File: config.mk
export PLATFORM = sky130hd
export DESIGN_NAME = fc_argmax
export DESIGN_NICKNAME = d
export VERILOG_FILES = /design/src/rtl/fc_pkg.sv /design/src/rtl/fc_mac_lane.sv /design/src/rtl/fc_argmax.sv
export SDC_FILE = /design/constraint.sdc
export NUM_CORES = 2
export LEC_CHECK = 0
export ABC_AREA = 1
export CORE_UTILIZATION = 50
export DETAILED_ROUTE_END_ITERATION = 16
export PLACE_DENSITY_LB_ADDON = 0.1
export SLEW_MARGIN = 5
export SYNTH_ARGS = -nofsm -noshare
export SYNTH_HDL_FRONTEND = slang
export SYNTH_SLANG_ARGS = --single-unit
File: constraint.sdc
create_clock -name CLK -period 5.1 [get_ports CLK]
set_clock_uncertainty 0.05 [all_clocks]
set_input_delay 1.02 -clock CLK [delete_from_list [all_inputs] [get_ports CLK]]
set_output_delay 1.02 -clock CLK [all_outputs]
set_load 0.005 [all_outputs]
File: src/rtl/fc_pkg.sv
// Shared types and constants for the fully-connected argmax output stage.
// Holds the FSM state encoding, datapath widths and the product sign-extension helper.
// Used by fc_mac_lane and fc_argmax.
package fc_pkg;

  localparam int FEAT_W    = 6;
  localparam int WGT_W     = 8;
  localparam int PROD_W    = FEAT_W + WGT_W;
  // Widest accumulator the helper can feed; callers truncate to their ACC_W.
  localparam int ACC_MAX_W = 64;

  typedef enum logic [2:0] {
    S_CLR,
    S_ACC,
    S_DRAIN,
    S_MAX,
    S_OUT
  } state_t;

  // Sign-extend a 14-bit signed product; the caller narrows it to its accumulator width.
  function automatic logic signed [ACC_MAX_W-1:0] sext_prod(input logic signed [PROD_W-1:0] p);
    return {{(ACC_MAX_W-PROD_W){p[PROD_W-1]}}, p};
  endfunction

endpackage

File: src/rtl/fc_mac_lane.sv
// One class lane: signed 6x8 multiply feeding a wrapping ACC_W accumulator.
// Latency: product of the current operands lands in o_acc one cycle after i_en.
// No backpressure; i_clr has priority over i_en.
module fc_mac_lane
  import fc_pkg::*;
#(
  parameter int ACC_W = 20
) (
  input  logic                    CLK,
  input  logic                    RST_N,
  input  logic                    i_clr,
  input  logic                    i_en,
  input  logic signed [FEAT_W-1:0] i_feat,
  input  logic signed [WGT_W-1:0]  i_wgt,
  output logic signed [ACC_W-1:0]  o_acc
);

  logic signed [PROD_W-1:0] w_prod;
  logic signed [ACC_W-1:0]  w_prod_ext;
  logic signed [ACC_W-1:0]  r_acc;

  // Both operands widened to the full product width so the multiply is exact.
  assign w_prod     = PROD_W'(i_feat) * PROD_W'(i_wgt);
  assign w_prod_ext = ACC_W'(sext_prod(w_prod));

  // Accumulate one product per enabled cycle; wraps modulo 2^ACC_W.
  always_ff @(posedge CLK or negedge RST_N) begin
    if (!RST_N) begin
      r_acc <= '0;
    end else if (i_clr) begin
      r_acc <= '0;
    end else if (i_en) begin
      r_acc <= r_acc + w_prod_ext;
    end
  end

  assign o_acc = r_acc;

endmodule

File: src/rtl/fc_argmax.sv
// FC output stage: N_CLASS parallel MAC lanes over N_FEAT features, then a serial argmax scan.
// Latency: last feature accepted in cycle t gives out_valid in cycle t+2+N_CLASS.
// in_ready only in S_ACC; result held on out_valid/out_score/out_class until out_ready.
module fc_argmax
  import fc_pkg::*;
#(
  parameter int N_FEAT  = 16,
  parameter int N_CLASS = 10,
  parameter int ACC_W   = 20
) (
  input  logic                       CLK,
  input  logic                       RST_N,
  input  logic                       in_valid,
  input  logic [FEAT_W-1:0]          in_feat,
  output logic                       in_ready,
  output logic                       w_rd,
  output logic [$clog2(N_FEAT)-1:0]  w_addr,
  input  logic [WGT_W*N_CLASS-1:0]   w_data,
  output logic                       out_valid,
  input  logic                       out_ready,
  output logic [$clog2(N_CLASS)-1:0] out_class,
  output logic [ACC_W-1:0]           out_score
);

  localparam int CNT_W = $clog2(N_FEAT);
  localparam int CLS_W = $clog2(N_CLASS);

  state_t                    r_state;
  logic [CNT_W-1:0]          r_feat_cnt;
  logic signed [FEAT_W-1:0]  r_feat;
  logic                      r_mac_en;
  logic [CLS_W-1:0]          r_scan_idx;
  logic [CLS_W-1:0]          r_best_idx;
  logic signed [ACC_W-1:0]   r_best_score;
  logic                      r_in_ready;
  logic                      r_out_valid;

  logic                      w_accept;
  logic                      w_last_feat;
  logic                      w_scan_last;
  logic                      w_clr;
  logic signed [ACC_W-1:0]   w_acc [N_CLASS];
  logic signed [ACC_W-1:0]   w_sel_acc;

  assign w_accept    = in_valid && r_in_ready;
  assign w_last_feat = (r_feat_cnt == CNT_W'(N_FEAT - 1));
  assign w_scan_last = (r_scan_idx == CLS_W'(N_CLASS - 1));
  assign w_clr       = (r_state == S_CLR);
  assign w_sel_acc   = w_acc[r_scan_idx];

  // Weight row fetch is issued in the accept cycle; the row returns alongside r_feat.
  assign w_rd   = w_accept;
  assign w_addr = w_accept ? r_feat_cnt : '0;

  genvar c;
  generate
    for (c = 0; c < N_CLASS; c++) begin : g_lane
      fc_mac_lane #(
        .ACC_W (ACC_W)
      ) u_lane (
        .CLK    (CLK),
        .RST_N  (RST_N),
        .i_clr  (w_clr),
        .i_en   (r_mac_en),
        .i_feat (r_feat),
        .i_wgt  (w_data[WGT_W*c +: WGT_W]),
        .o_acc  (w_acc[c])
      );
    end
  endgenerate

  // Frame FSM: clear, accumulate, drain the MAC pipe, scan for the max, present result.
  always_ff @(posedge CLK or negedge RST_N) begin
    if (!RST_N) begin
      r_state      <= S_CLR;
      r_feat_cnt   <= '0;
      r_feat       <= '0;
      r_mac_en     <= 1'b0;
      r_scan_idx   <= '0;
      r_best_idx   <= '0;
      r_best_score <= '0;
      r_in_ready   <= 1'b0;
      r_out_valid  <= 1'b0;
    end else begin
      r_mac_en <= w_accept;
      if (w_accept) begin
        r_feat <= in_feat;
      end
      case (r_state)
        S_CLR: begin
          r_feat_cnt   <= '0;
          r_scan_idx   <= '0;
          r_best_idx   <= '0;
          r_best_score <= '0;
          r_in_ready   <= 1'b1;
          r_state      <= S_ACC;
        end
        S_ACC: begin
          if (w_accept) begin
            r_feat_cnt <= r_feat_cnt + CNT_W'(1);
            if (w_last_feat) begin
              r_in_ready <= 1'b0;
              r_state    <= S_DRAIN;
            end
          end
        end
        S_DRAIN: begin
          r_scan_idx <= '0;
          r_state    <= S_MAX;
        end
        S_MAX: begin
          // Strict compare keeps the lowest index on ties.
          if ((r_scan_idx == '0) || (w_sel_acc > r_best_score)) begin
            r_best_idx   <= r_scan_idx;
            r_best_score <= w_sel_acc;
          end
          if (w_scan_last) begin
            r_scan_idx  <= '0;
            r_out_valid <= 1'b1;
            r_state     <= S_OUT;
          end else begin
            r_scan_idx <= r_scan_idx + CLS_W'(1);
          end
        end
        S_OUT: begin
          if (out_ready) begin
            r_out_valid <= 1'b0;
            r_state     <= S_CLR;
          end
        end
        default: begin
          r_state <= S_CLR;
        end
      endcase
    end
  end

  assign in_ready  = r_in_ready;
  assign out_valid = r_out_valid;
  assign out_class = r_best_idx;
  assign out_score = r_best_score;

endmodule

==> out/results.tsv <==
stage	metric	value	unit
outcome	status	completed	
critical_path	crit path from	w_data[46]	
critical_path	CP arrival	5.39	ns
logic_synthesis	Seq/Total Area, Yosys	14.47	%
placed_design	# port buffers	120	
layout	share of cells above drive strength 1	13.27	%
global_routing	total gr overflow	0	
critical_path	crit path capture	g_lane[5].u_lane.o_acc[19]$_DFFE_PN0P_	
drt	vias per cell	5.024	
drt	Post-Route WL	122500	um
logic_synthesis	Most used DFF post-synth	dfrtp_1	
critical_path	slowest stage delay, CP	0.55	ns
logic_synthesis	Post-synth EDFFs	0	
global_routing	first-pass GRT wire length	200400	um
floorplan	Die Ht	292.5	um
sta	Fmax achieved	0.1998	GHz
drt	DRT iter0 DRCs	2246	
sta	worst slew pin tran	1.017	ns
logic_synthesis	Synth area leader	fa_1	
logic_synthesis	Syn Inst Count	5644	
critical_path	CP Depth	19	
critical_path	worst path cell trace	clkdlybuf4s50_1 -> buf_4 -> nor2_1 -> fa_1 -> inv_1 -> fa_1 -> inv_1 -> fa_1 -> inv_1 -> fa_1 -> inv_1 -> ha_1 -> nand2_1 -> nor3_2 -> nand4_1 -> nand3_2 -> a21oi_1 -> o21ai_0 -> o21ai_0	
sta	Tcrit/Tclk final	98.11	%
sta	final setup fails	0	
logic_synthesis	synth top area cells	fa_1 (27%), inv_1 (15%), dfrtp_1 (14%)	
logic_synthesis	post-synthesis average cell area	7.477	um2
critical_path	critical path's top delay family	adder cells	
critical_path	nature of the critical path endpoint	register	
drt	Pre-antenna DRT Iters	5	
clock_network	worst skew pair latency	0.58	ns
floorplan	Initial Utilization	50.50	%
global_routing	initial antenna violation count	2	
logic_synthesis	Synth Register Bits	244	
sta	final hold slack	0.4175	ns
layout	Nets	7430	
drt	routed len/inst	16.55	um
drt	Final ANT Viol Nets	0	
run	max cap viols	0	
global_routing	largest net degree at the start of global routing	143	
layout	Area Overhead vs Synth	20.66	%
sta	fin. max-slew vios	0	
logic_synthesis	Synth top area share	27.04	%
logic_synthesis	library cells used by synthesis	44	
clock_network	clock slew at reported path FFs	0.06	ns
global_routing	vias in the first global route	37810	
critical_path	R2R Setup Slk	0.19	ns
layout	Post-Layout Cell Count	7403	
floorplan	core box area	83560	um2
placed_design	Final Wtd Congestion	0.9974	
sta	Slew HR	32.23	%
critical_path	Worst Reg-to-Reg Cells	19	
floorplan	row count	106	
floorplan	Die Wd	292.5	um
logic_synthesis	yosys warns	0	
drt	DRC	0	
logic_synthesis	Cell Area, Synth	42200	um2
critical_path	CP Launch Type	input pin	
clock_network	clock sinks	244	
layout	Final Core Density	60.94	%
critical_path	buffer and inverter count on the worst path	6	
floorplan	DIE AREA	85570	um2
sta	Final Hold Fails	0	
critical_path	Reg-to-Reg End	g_lane[5].u_lane.o_acc[19]$_DFFE_PN0P_	
layout	most common cell after layout, fill and taps aside	inv_1	
placed_design	post-placement cell count	7339	
critical_path	CP max FO	5	
logic_synthesis	post-synthesis async set-or-reset flop share	100.0	%
layout	number of fill cells	7913	
global_routing	GR Util All Layers	29.67	%
clock_network	CTS tree	built	
critical_path	Setup CP Type	input pin to register	
clock_network	CTS Buffer Depth	3	
critical_path	Req. time, crit path	5.49	ns
clock_network	H-tree Lvls	2	
critical_path	CP max stage cell	fa_1	
critical_path	reg2reg start	r_feat[5]$_DFFE_PN0P_	
clock_network	Post-CTS Hold Buffers	0	
sta	RSZ-0062 raised after global routing	true	
drt	via count	37200	
hold_path	Min-Delay Path Class	register to register	
clock_network	cts bufs inserted	34	
logic_synthesis	Net Count, Synth	6778	
sta	min Tclk post-route	5.004	ns
placed_design	DP HPWL	99110	um
floorplan	IO Count	121	
clock_network	root buffer cell	clkbuf_16	
layout	most frequent cells in the layout	inv_1 (1,664), nand2_1 (1,135), buf_4 (620)	
state kept, by name, summed over array words and instances (netlist names):
register / cells
out_class: 4
r_mac_en: 1
out_valid: 1
r_scan_idx: 4
r_feat_cnt: 4
r_feat: 6
in_ready: 1
out_score: 20
r_state: 3
g_lane.u_lane.o_acc: 200
how the worst min path moves through the flow:
stage	startpoint	slack, ns	to	cells after the start
floorplan	r_feat_cnt[3]$_DFFE_PN0P_	0.38	r_feat_cnt[3]$_DFFE_PN0P_	1
global placement	r_feat_cnt[3]$_DFFE_PN0P_	0.40	r_feat_cnt[3]$_DFFE_PN0P_	1
detailed placement	r_feat_cnt[3]$_DFFE_PN0P_	0.41	r_feat_cnt[3]$_DFFE_PN0P_	1
CTS	r_feat_cnt[3]$_DFFE_PN0P_	0.42	r_feat_cnt[3]$_DFFE_PN0P_	1
global route	r_feat_cnt[3]$_DFFE_PN0P_	0.46	r_feat_cnt[3]$_DFFE_PN0P_	1
finish	r_feat_cnt[3]$_DFFE_PN0P_	0.42	r_feat_cnt[3]$_DFFE_PN0P_	1
through the flow:
step                setup TNS, ns  worst slack [ns]  cell area (um2)
global placement           -41.70           -0.6586            49210
CTS                             0          0.003472            50430
floorplan                       0            0.1982            42200
finish                          0           0.09621            50920
detailed placement         -46.43           -0.6856            49210
global route             -0.04689          -0.01870            50920
logic make-up after synthesis:
| logic type | Yosys count | synth area share, % |
|---|---|---|
| xor gates and xnor gates | 75 | 1.557 |
| DFF | 244 | 14.47 |
| and+or+nand+nor | 1677 | 16.04 |
| buffers and inverters | 1814 | 16.29 |
| adders and majority gates | 1044 | 41.09 |
| AOI/OAI and AO/OA | 790 | 10.54 |
cell usage after synthesis (10+ instances only):
cell      count
inv_1      1666
o21bai_1     21
nor3_1       39
o21ai_0     317
clkbuf_1     89
fa_1        570
a21oi_1     251
dfrtp_1     244
xor2_1       26
nand4_1      22
o31ai_1      14
o22ai_1      46
and2_1       17
nor2_1      256
nand2_1    1143
nand3_1     156
a21boi_0     18
buf_2        38
o21a_1       10
ha_1        474
a21o_1       18
o21ai_1      16
buf_1        12
a31oi_1      13
a211oi_1     25
a22o_1       15
or2_2        20
xnor2_1      49
per-layer routing:
metal	wire (um)	share of wire [%]	vias to the layer above	track usage [%]
li1	-	-	18280	-
met1	56480	46	17970	41.12
met2	56880	46	786	49.35
met3	5188	4.2	167	2.587
met4	3921	3.2	2	8.952
met5	13	0.011	-	0
what timing repair did:
item                       in CTS  in global routing
gates cloned                    0                  0
gates resized for setup         1                146
buffers inserted                0                  1
setup endpoints to repair       1                 97
pin swaps                       0                  9
area by class of cell:
| type | instances | area, um2 | share of cell area [%] |
|---|---|---|---|
| multi-input combinational | 3586 | 29660 | 58.25 |
| inverter | 1672 | 6281 | 12.34 |
| timing repair buffer | 758 | 6279 | 12.33 |
| sequential | 244 | 6127 | 12.03 |
| tap | 1080 | 1351 | 2.654 |
| clock buffer | 43 | 924.6 | 1.816 |
| clock inverter | 19 | 291.5 | 0.5726 |
| antenna | 1 | 2.502 | 0.004915 |
Power is left out: the tool's default activity adds up to more than one toggle a clock period on the data nets, which glitch-free logic cannot reach.
